**src/rtl/imm_decode_pipe.sv**
```systemverilog
// Immediate-decode stage: decodes the RV immediate, its format and the
// PC-relative target, then registers the result behind a two-entry skid buffer.
module imm_decode_pipe #(
    parameter int unsigned XLEN  = 32,
    parameter int unsigned CNT_W = 16
) (
    input  logic             clk,
    input  logic             rst_n,
    input  logic             flush,
    input  logic             in_valid,
    output logic             in_ready,
    input  logic [31:0]      in_instr,
    input  logic [XLEN-1:0]  in_pc,
    output logic             out_valid,
    input  logic             out_ready,
    output logic [XLEN-1:0]  out_imm,
    output logic [2:0]       out_fmt,
    output logic [XLEN-1:0]  out_target,
    output logic             out_illegal,
    output logic [CNT_W-1:0] illegal_count
);

    typedef enum logic [2:0] {
        FMT_NONE = 3'd0,
        FMT_I    = 3'd1,
        FMT_S    = 3'd2,
        FMT_B    = 3'd3,
        FMT_U    = 3'd4,
        FMT_J    = 3'd5,
        FMT_Z    = 3'd6,
        FMT_R    = 3'd7
    } fmt_t;

    typedef struct packed {
        logic [XLEN-1:0] imm;
        logic [XLEN-1:0] target;
        fmt_t            fmt;
        logic            illegal;
    } beat_t;

    logic [11:0] i_raw;
    logic [11:0] s_raw;
    logic [12:0] b_raw;
    logic [20:0] j_raw;
    logic [31:0] u_raw;
    beat_t       dec;

    beat_t       or_q;
    beat_t       sr_q;
    logic        or_valid;
    logic        sr_valid;

    logic        drain;
    logic        accept;
    logic        or_valid_n;
    logic        sr_valid_n;
    logic        ld_or_in;
    logic        ld_or_sr;
    logic        ld_sr;

    assign i_raw = in_instr[31:20];
    assign s_raw = {in_instr[31:25], in_instr[11:7]};
    assign b_raw = {in_instr[31], in_instr[7], in_instr[30:25], in_instr[11:8], 1'b0};
    assign j_raw = {in_instr[31], in_instr[19:12], in_instr[20], in_instr[30:21], 1'b0};
    assign u_raw = {in_instr[31:12], 12'h000};

    // Opcode decode into format, extended immediate and PC-relative target
    always_comb begin
        dec.fmt     = FMT_NONE;
        dec.imm     = '0;
        dec.illegal = 1'b0;
        case (in_instr[6:0])
            7'b0110111, 7'b0010111: begin
                dec.fmt = FMT_U;
                dec.imm = XLEN'($signed(u_raw));
            end
            7'b1101111: begin
                dec.fmt = FMT_J;
                dec.imm = XLEN'($signed(j_raw));
            end
            7'b1100111, 7'b0000011, 7'b0010011, 7'b0001111: begin
                dec.fmt = FMT_I;
                dec.imm = XLEN'($signed(i_raw));
            end
            7'b1100011: begin
                dec.fmt = FMT_B;
                dec.imm = XLEN'($signed(b_raw));
            end
            7'b0100011: begin
                dec.fmt = FMT_S;
                dec.imm = XLEN'($signed(s_raw));
            end
            7'b0110011: begin
                dec.fmt = FMT_R;
            end
            7'b1110011: begin
                if (in_instr[14]) begin
                    dec.fmt = FMT_Z;
                    dec.imm = XLEN'(in_instr[19:15]);
                end else begin
                    dec.fmt = FMT_I;
                    dec.imm = XLEN'($signed(i_raw));
                end
            end
            7'b0011011: begin
                if (XLEN == 64) begin
                    dec.fmt = FMT_I;
                    dec.imm = XLEN'($signed(i_raw));
                end else begin
                    dec.illegal = 1'b1;
                end
            end
            7'b0111011: begin
                if (XLEN == 64) begin
                    dec.fmt = FMT_R;
                end else begin
                    dec.illegal = 1'b1;
                end
            end
            default: begin
                dec.illegal = 1'b1;
            end
        endcase
        dec.target = in_pc + dec.imm;
    end

    assign drain  = or_valid & out_ready;
    assign accept = in_valid & in_ready;

    // Buffer control: SR refills OR on drain; otherwise inputs go to OR when it frees, else to SR
    always_comb begin
        or_valid_n = or_valid;
        sr_valid_n = sr_valid;
        ld_or_in   = 1'b0;
        ld_or_sr   = 1'b0;
        ld_sr      = 1'b0;
        if (flush) begin
            or_valid_n = 1'b0;
            sr_valid_n = 1'b0;
        end else if (drain && sr_valid) begin
            // in_ready is low whenever SR is full, so no accept can coincide here
            ld_or_sr   = 1'b1;
            sr_valid_n = 1'b0;
        end else if (accept && (!or_valid || drain)) begin
            ld_or_in   = 1'b1;
            or_valid_n = 1'b1;
        end else if (accept) begin
            ld_sr      = 1'b1;
            sr_valid_n = 1'b1;
        end else if (drain) begin
            or_valid_n = 1'b0;
        end
    end

    // Buffer registers; in_ready is kept as its own flop mirroring !SR_valid
    always_ff @(posedge clk or negedge rst_n) begin
        if (!rst_n) begin
            or_valid <= 1'b0;
            sr_valid <= 1'b0;
            in_ready <= 1'b1;
            or_q     <= '0;
            sr_q     <= '0;
        end else begin
            or_valid <= or_valid_n;
            sr_valid <= sr_valid_n;
            in_ready <= !sr_valid_n;
            if (ld_or_in) or_q <= dec;
            if (ld_or_sr) or_q <= sr_q;
            if (ld_sr)    sr_q <= dec;
        end
    end

    // Saturating tally of illegal beats actually consumed downstream
    always_ff @(posedge clk or negedge rst_n) begin
        if (!rst_n) begin
            illegal_count <= '0;
        end else if (!flush && drain && or_q.illegal && (illegal_count != '1)) begin
            illegal_count <= illegal_count + CNT_W'(1);
        end
    end

    assign out_valid   = or_valid;
    assign out_imm     = or_q.imm;
    assign out_fmt     = or_q.fmt;
    assign out_target  = or_q.target;
    assign out_illegal = or_q.illegal;

endmodule
```
**config.mk**
```make
export PLATFORM = sky130hd
export DESIGN_NAME = imm_decode_pipe
export DESIGN_NICKNAME = d
export VERILOG_FILES = /design/src/rtl/imm_decode_pipe.sv
export SDC_FILE = /design/constraint.sdc
export NUM_CORES = 1
export LEC_CHECK = 0
export CORE_ASPECT_RATIO = 1.75
export CORE_MARGIN = 5
export CORE_UTILIZATION = 40
export CTS_CLUSTER_DIAMETER = 40
export DETAILED_ROUTE_END_ITERATION = 10
export GPL_TIMING_DRIVEN = 1
export PLACE_DENSITY = 0.65
export SYNTH_ARGS = -nofsm -noshare
export SYNTH_HDL_FRONTEND = slang
export SYNTH_SLANG_ARGS = --single-unit
```
**constraint.sdc**
```tcl
create_clock -name clk -period 2.7 [get_ports clk]
set_input_delay 0.54 -clock clk [delete_from_list [all_inputs] [get_ports clk]]
set_output_delay 0.54 -clock clk [all_outputs]
set_load 0.1 [all_outputs]
```
# --- Yosys cells after proc, flatten, opt, wreduce, memory -nomap -nowiden ---
# Index checks and enable logic that the tools add are counted.
totals:
  register_bits: 155
  input_bits: 69
  output_inout_bits: 86
  wordCells: 70
classes:
  addsub: 2
  eq_ne: 14
  n_mux: 25
  bitwise_logic: 2
  n_reduce_logical: 15
op_table:
  columns: ["cell", "n"]
  rows:
  - ["$pmux 32 s6", 1]
  - ["$mux 68", 2]
  - ["$add 32x32->32", 1]
  - ["$mux 32", 1]
  - ["$eq 7x7->1 const B", 4]
  - ["$eq 7x6->1 const B", 3]
  - ["$pmux 3 s7", 1]
  - ["$mux 1", 19]
  - ["$add 16x1->16 const B", 1]
  - ["$ne 16x16->1 const B", 1]
  - ["$eq 7x5->1 const B", 2]
  - ["$reduce_or 11->1", 1]
  - ["$eq 7x2->1 const B", 1]
  - ["$eq 7x4->1 const B", 1]
  - ["$logic_and 1x1->1", 5]
  - ["$reduce_or 4->1", 1]
  - ["$logic_not 1->1", 3]
  - ["$mux 3", 1]
  - ["$ne 3x2->1 const B", 1]
  - ["$reduce_and 3->1", 1]
  - ["$reduce_bool 3->1", 1]
  - ["$and 1x1->1", 2]
  - ["$ne 2x2->1 const B", 1]
  - ["$reduce_bool 2->1", 1]
  - ["other kinds (2)", 2]

# --- Logic depth before layout (Yosys ltp) ---
# Gate-level depths: netlist (run 1).
depth:
  word_depth: 8
  mapped_depth: 20
  mapped_depth_nobuf: 17

# --- Worst setup path before layout (run 1) ---
# Ideal clock, no wire load.
synth_timing:
  kind: "in2reg"
  start: "input in_instr[6]"
  end: "register sr_q[22] (netlist name)"
  setup_ps: 125
  arrival_ps: 3757
  required_ps: 2575
  slack_ps: -1182
  stages: 17
  path_buffers: 1
  cell_sequence: "clkbuf_2 or3b_1 o21a_1 o32ai_2 o21ai_0 o21ai_0 ha_1 inv_1 fa_1 nor2b_1 o2111ai_1 a31oi_2 a211oi_4 o21a_1 o21ai_0 xor2_1 mux2_2"
synth_rtl:
  columns: ["element", "line", "text"]
  rows:
  - ["start: declaration", "12", "input logic [31:0] in_instr,"]
  - ["end signal: assignment", "162", "sr_q <= '0;"]
  - ["end signal: assignment", "169", "if (ld_sr) sr_q <= dec;"]
  - ["end: declaration", "49", "beat_t sr_q;"]

==> results of run 1 <==
==> layout make-up <==
class	count	area [um2]	share of cell area
clock inverter	10	118	0.00903
timing repair buffer	382	3190	0.245
multi-input combinational	625	4880	0.375
clock buffer	20	457	0.0351
inverter	50	188	0.0144
tap	248	310	0.0238
sequential	155	3880	0.298
==> synthesized netlist by cell type (all sizes together) (5+ instances only) <==
master,instances
a211oi,5
a21o,16
a21oi,65
a222oi,19
a22oi,44
a31oi,9
and2,13
clkbuf,47
dfrtp,154
ha,32
inv,50
mux2,11
nand2,125
nand2b,10
nand3,15
nand4,10
nor2,25
nor2b,5
nor3,7
o21a,9
o21ai,107
o21bai,5
o31ai,7
xnor2,26
xor2,17
==> registers in the layout, summed over array words and instances, names as in the netlist <==
register / cells
illegal_count: 16
in_ready: 1
out_fmt: 3
out_illegal: 1
out_imm: 32
out_target: 32
out_valid: 1
sr_q: 68
sr_valid: 1
==> timing repair <==
action	in CTS	in global routing
endpoints found under the setup margin	62	57
pin swaps	75	53
buffers inserted	37	20
cloned	1	0
resized for setup	136	75
==> per-layer routing <==
metal / wire [um] / vias to the layer above / track usage / share of wire
met5: 0 / - / 0 / 0
met4: 1110 / 0 / 0.0999 / 0.039
met3: 1260 / 65 / 0.0418 / 0.044
met2: 15100 / 269 / 0.420 / 0.53
met1: 11000 / 3989 / 0.271 / 0.39
li1: - / 3861 / - / -
==> how the worst max path moves through the flow <==
| stage | startpoint | end | slack, ps | depth (start not counted) |
|---|---|---|---|---|
| 2_1_floorplan | in_instr[6] | out_target[20] | -1080 | 17 |
| 3_3_place_gp | in_instr[3] | out_target[31] | -1730 | 19 |
| 3_5_place_dp | in_instr[3] | out_target[16] | -1770 | 18 |
| 4_1_cts | in_instr[6] | out_target[20] | -840 | 18 |
| 5_1_grt | in_instr[5] | out_target[16] | -950 | 18 |
| 6_report | in_instr[5] | out_target[12] | -830 | 21 |
==> cell families (layout without fill, tap and decap cells) <==
family,count (synthesis),in the layout,share of synthesized area
flops,155,155,0.469
xor+xnor,43,43,0.0455
simple gates,223,224,0.122
compound gates,314,314,0.252
fa+ha+maj,33,33,0.0508
buf+inv,101,462,0.0462
mux,11,11,0.0150
==> where the power goes <==
| part | switching [uW] | internal (uW) | leakage, uW | total (uW) |
|---|---|---|---|---|
| combinational | 1740 | 779 | 0.00403 | 2520 |
| sequential | 210 | 2630 | 0.00206 | 2840 |
| clock | 975 | 1400 | 0.000282 | 2380 |
==> worst max-delay path, delay by kind of cell <==
kind | cells | cell delay, ps
AOI/OAI and AO/OA | 7 | 1170
muxes | 1 | 280
adders and majority gates | 1 | 200
and+or+nand+nor | 6 | 980
buffers and inverters | 6 | 690
==> per-stage QoR <==
stage,instance area [um2],cells,util
2_1_floorplan,8440,880,-
3_3_place_gp,11400,1419,0.558
3_5_place_dp,11400,1419,0.558
4_1_cts,12700,1481,0.622
5_1_grt,13000,1490,0.639
6_report,13000,1490,0.639
==> summary.md, run 1 <==
| Metric | Value |
|---|---|
| Hpwl dp | `20400 um` |
| Tightest Pin Transition | `586 ps` |
| Initial DRC Count | `629` |
| Antenna Nets Post-Route | `0` |
| Commonest non-fill, non-tap cell in the layout | `buf_4` |
| Post-Synthesis Cells | `880` |
| EDFF count, synth | `0` |
| Drt via density | `5.49` |
| Overall Global Routing Usage | `0.234` |
| Status | `complete, but fails checks` |
| Net Count, Synth | `982` |
| Vias in the first global route | `8429` |
| Synth unique cells | `61` |
| CTS tree | `yes` |
| Initial antenna violation count | `0` |
| Vias | `8184` |
| Worst setup margin | `-825 ps` |
| Final setup viols | `54` |
| Leakage | `0.00637 uW` |
| Syn_area_per_cell | `9.41 um2` |
| Num CTS Buffers | `17` |
| Worst EP arrival | `3880 ps` |
| Setup tns final | `-31160 ps` |
| Detailed Routing Iterations Pass 1 | `5` |
| #FFs+latches synth | `155` |
| Die X | `119 um` |
| Cell repeated most along the worst path | `buf_6` |
| Tcrit/Tclk final | `1.31` |
| Worst slack, placed | `-1770 ps` |
| Largest net degree at the start of global routing | `73` |
| Worst-case hold slack | `76.8 ps` |
| Sequential area share after synthesis | `0.469` |
| CTS H-Tree Depth | `4` |
| Die Y-Extent | `200 um` |
| R2r endpoint | `illegal_count[7]` |
| Total power | `7740 uW` |
| Hold Path Class | `in2async` |
| Layout cells sized above 1 | `0.407` |
| Global-route wire length before repair | `44300 um` |
| Number of port buffers | `154` |
| Core Area | `0.0204 mm2` |
| WL final | `28500 um` |
| Worst EP required | `3060 ps` |
| Cell Area, Synth | `0.00828 mm2` |
| Most frequent cells in the layout | `buf_4, dfrtp_1, nand2_1` |
| Worst-path clk slew | `60 ps` |
| Drt drc | `0` |
| Reg2Reg Depth | `8` |
| Failing checks | `setup timing` |
| Worst r2r src | `illegal_count[4]` |
| Placer Congestion | `0.926` |
| Peak supply drop | `416 uV` |
| GRT overflow | `0` |
| Max Root-Sink Buffers | `2` |
| Slowest-stage cell, CP | `or3b_4` |
| Final Hold Viols | `0` |
| Area delta synth->final | `57.3%` |
| Worst setup SP type | `primary input` |
| Synth top area share | `0.465` |
| Cts-stage hold buffer count | `0` |
| Sink Count | `155` |
| Final nets | `1333` |
| Cell Rows | `69` |
| Max stage delay on crit path | `400 ps` |
| Fill cells | `1687` |
| Area contributors post-synth | `dfrtp_1, o21ai_0, nand2_1` |
| Initial cell density of the core | `0.406` |
| Async S/R FF share, synth | `1.00` |
| Dominant synthesized flop cell | `dfrtp_1` |
| Ports | `155` |
| Max-cap viol count | `0` |
| Worst-Skew Late Latency | `430 ps` |
| Power Density | `594 mW/mm2` |
| CTS Root Cell | `clkbuf_16` |
| RSZ-0062 raised after global routing | `yes` |
| Slew Viols, Final | `0` |
| Clk_skew | `3.89 ps` |
| Critical path class | `in2reg` |
| Synth area leader | `dfrtp_1` |
| ANT cells | `0` |
| Ys Warns | `0` |
| Full die area | `0.0238 mm2` |
| Slew HR | `0.609` |
| Drt wl/cell | `19.1 um` |
| Max Clock Freq | `284 MHz` |
| Reg2Reg Setup Slack | `420 ps` |
| Critical Path, Cell by Cell | `buf_6 -> or3b_4 -> nand2_2 -> nand3b_1 -> a21o_4 -> nand2b_4 -> a21oi_4 -> inv_2 -> ha_4 -> buf_6 -> nor2b_4 -> o2111ai_4 -> a31oi_4 -> buf_4 -> buf_4 -> buf_6 -> o21a_1 -> o21ai_2 -> nand2b_1 -> mux2_2 -> o21ai_1` |
| Final min period | `3530 ps` |
| CP Capture Type | `flip-flop` |
| Critical path peak fanout | `4` |
No activity file was read; power rests on OpenSTA's default activity.
==> run 2, diff against run 1 <==
ABC_CLOCK_PERIOD_IN_PS = 2700   (was not set)
==> results of run 2 <==
Final layout, timing and power as in run 1 (identical DEF).
==> run 3, diff against run 2 <==
TNS_END_PERCENT = 50   (was not set)
==> run 3 against run 2 <==
The flow still finishes with violations (setup timing). Worst hold slack better by 400 ps. Non-clock buffer count is 1 higher. First-iteration DRC count is 3.8% lower. Core utilization is 0.60 points higher. Power is 0.23% lower. Clock power hardly changed. Die area stayed put. Fmax is 1.9% lower. Clock skew is 0.69 ps higher. Via count is 0.23% higher. Flip-flop and latch count stayed put. Count of clock-buffer cells in the layout is 2 higher. Largest cell class unchanged. Highest routed layer unchanged.
==> summary.md, run 3 (synthesis results as in run 1) <==
| Metric | Value |
|---|---|
| Status | `complete, but fails checks` |
| Failing checks | `setup timing` |
| GRT overflow | `0` |
| Critical Path, Cell by Cell | `buf_6 -> or3b_4 -> o21a_1 -> o32ai_2 -> buf_4 -> o21ai_4 -> o21ai_4 -> ha_4 -> inv_2 -> fa_2 -> nor2b_4 -> o2111ai_4 -> a31oi_4 -> a211oi_4 -> buf_4 -> o21a_1 -> buf_4 -> o21ai_2 -> xor2_1 -> mux2_2` |
| Most frequent cells in the layout | `buf_4, dfrtp_1, nand2_1` |
| ANT cells | `0` |
| Hpwl dp | `20600 um` |
| CP Capture Type | `flip-flop` |
| Final Hold Viols | `0` |
| GRT met1 Usage | `0.281` |
| Num CTS Buffers | `17` |
| Die X | `119 um` |
| CTS Root Cell | `clkbuf_16` |
| Sink Count | `155` |
| Tightest Pin Transition | `495 ps` |
| Max Clock Freq | `278 MHz` |
| Reg2Reg Setup Slack | `470 ps` |
| Hold Path Class | `reg2reg` |
| Cell repeated most along the worst path | `buf_4` |
| Critical path peak fanout | `4` |
| Slew HR | `0.670` |
| Tcrit/Tclk final | `1.33` |
| Worst setup SP type | `primary input` |
| Final nets | `1333` |
| Hold Path Cell Cnt | `2` |
| Core Area | `0.0204 mm2` |
| Critical path class | `in2reg` |
| Worst r2r src | `illegal_count[4]` |
| Commonest non-fill, non-tap cell in the layout | `buf_4` |
| Global routing's busiest layer | `met2` |
| Worst slack, placed | `-1780 ps` |
| Final min period | `3590 ps` |
| Initial DRC Count | `605` |
| Slowest-stage cell, CP | `or3b_4` |
| Worst setup margin | `-894 ps` |
| Full die area | `0.0238 mm2` |
| Reg2Reg Depth | `8` |
| Area delta synth->final | `58.8%` |
| Ports | `155` |
| Start point of the worst hold path | `sr_q[13]` |
| RSZ-0062 raised after global routing | `yes` |
| Met3 usage | `0.0420` |
| Vias | `8203` |
| CTS tree | `yes` |
| Worst-Skew Late Latency | `430 ps` |
| CTS H-Tree Depth | `4` |
| Final setup viols | `54` |
| Grt met2 use | `0.399` |
| Cell Rows | `69` |
| Placer Congestion | `0.899` |
| Worst EP required | `3020 ps` |
| Initial cell density of the core | `0.406` |
| Antenna Nets Post-Route | `0` |
| Vias in the first global route | `8359` |
| Worst-path clk slew | `60 ps` |
| Hold EP | `sr_q[13]` |
| Max-cap viol count | `0` |
| Slew Viols, Final | `0` |
| Layout cells sized above 1 | `0.411` |
| Max stage delay on crit path | `390 ps` |
| Most flops, register | `sr_q` |
| WL final | `28400 um` |
| Number of port buffers | `154` |
| Worst EP arrival | `3910 ps` |
| Max Root-Sink Buffers | `2` |
| Drt via density | `5.51` |
| Largest net degree at the start of global routing | `75` |
| Total power | `7720 uW` |
| Die Y-Extent | `200 um` |
| Layout Utilization | `0.645` |
| Drt wl/cell | `19.1 um` |
| Clk_skew | `4.58 ps` |
| Setup tns final | `-30030 ps` |
| Drt drc | `0` |
| Power Density | `587 mW/mm2` |
| Initial antenna violation count | `0` |
| Detailed Routing Iterations Pass 1 | `6` |
| Leakage | `0.00637 uW` |
| Peak supply drop | `503 uV` |
| Max reg flops | `68` |
| Global-route wire length before repair | `44300 um` |
| Overall Global Routing Usage | `0.234` |
| R2r endpoint | `illegal_count[14]` |
-- run 3: cell count changes in the layout (fill, tap and decap cells not counted), moves of 5 or more --
| cell | change |
|---|---|
| ha_2 | -5 |
| a21oi_4 | +7 |
| a21oi_1 | -8 |
| ha_4 | +6 |
| o21ai_2 | -5 |
-- run 3: critical path, delay by kind of cell --
kind | cells | cell delay (ps)
mux | 1 | 260
simple gates | 2 | 540
xor+xnor | 1 | 90
compound gates | 9 | 1330
buf+inv | 5 | 590
fa+ha+maj | 2 | 530
-- run 3: layout make-up --
class                   count  area [um2]
well taps                 248         310
flip-flops and latches    155        3880
repair buffers            383        3180
fillers                  1624        7230
multi-input cells         624        5010
clock inverters             7        91.3
clock buffers              22         484
inverters                  50         188
-- run 3: worst max path at each step --
stage / start / to / slack [ps] / cells past startpoint
2_1_floorplan: in_instr[6] / out_target[20] / -1090 / 17
3_3_place_gp: in_instr[3] / out_target[31] / -1770 / 19
3_5_place_dp: in_instr[3] / out_target[31] / -1780 / 19
4_1_cts: in_instr[6] / out_target[23] / -790 / 18
5_1_grt: in_instr[6] / out_target[16] / -1000 / 19
6_report: in_instr[6] / sr_q[22] / -890 / 20
-- run 3: metal layers --
layer  share of wire  wire length, um
met5               0                0
met4           0.040             1130
met3           0.049             1380
met2            0.52            14800
met1            0.39            11100
-- run 3: repair_timing --
item	CTS	global route
buffers inserted	23	21
setup endpoints to repair	62	57
gates resized for setup	149	84
pin swaps	69	54
hold buffers	1	0
hold endpoints to repair	18	0
-- run 3: report_power, final --
part / internal (uW) / total [uW] / switching [uW]
sequential: 2630 / 2830 / 207
combinational: 770 / 2520 / 1750
clock: 1440 / 2370 / 927
-- run 3: through the flow --
stage / cells / cell area [um2] / hold WS, ps
floorplan: 880 / 8390 / 244
global placement: 1421 / 11300 / 405
detailed placement: 1421 / 11300 / 407
CTS: 1471 / 12600 / 478
global route: 1489 / 13100 / 493
finish: 1489 / 13100 / 475
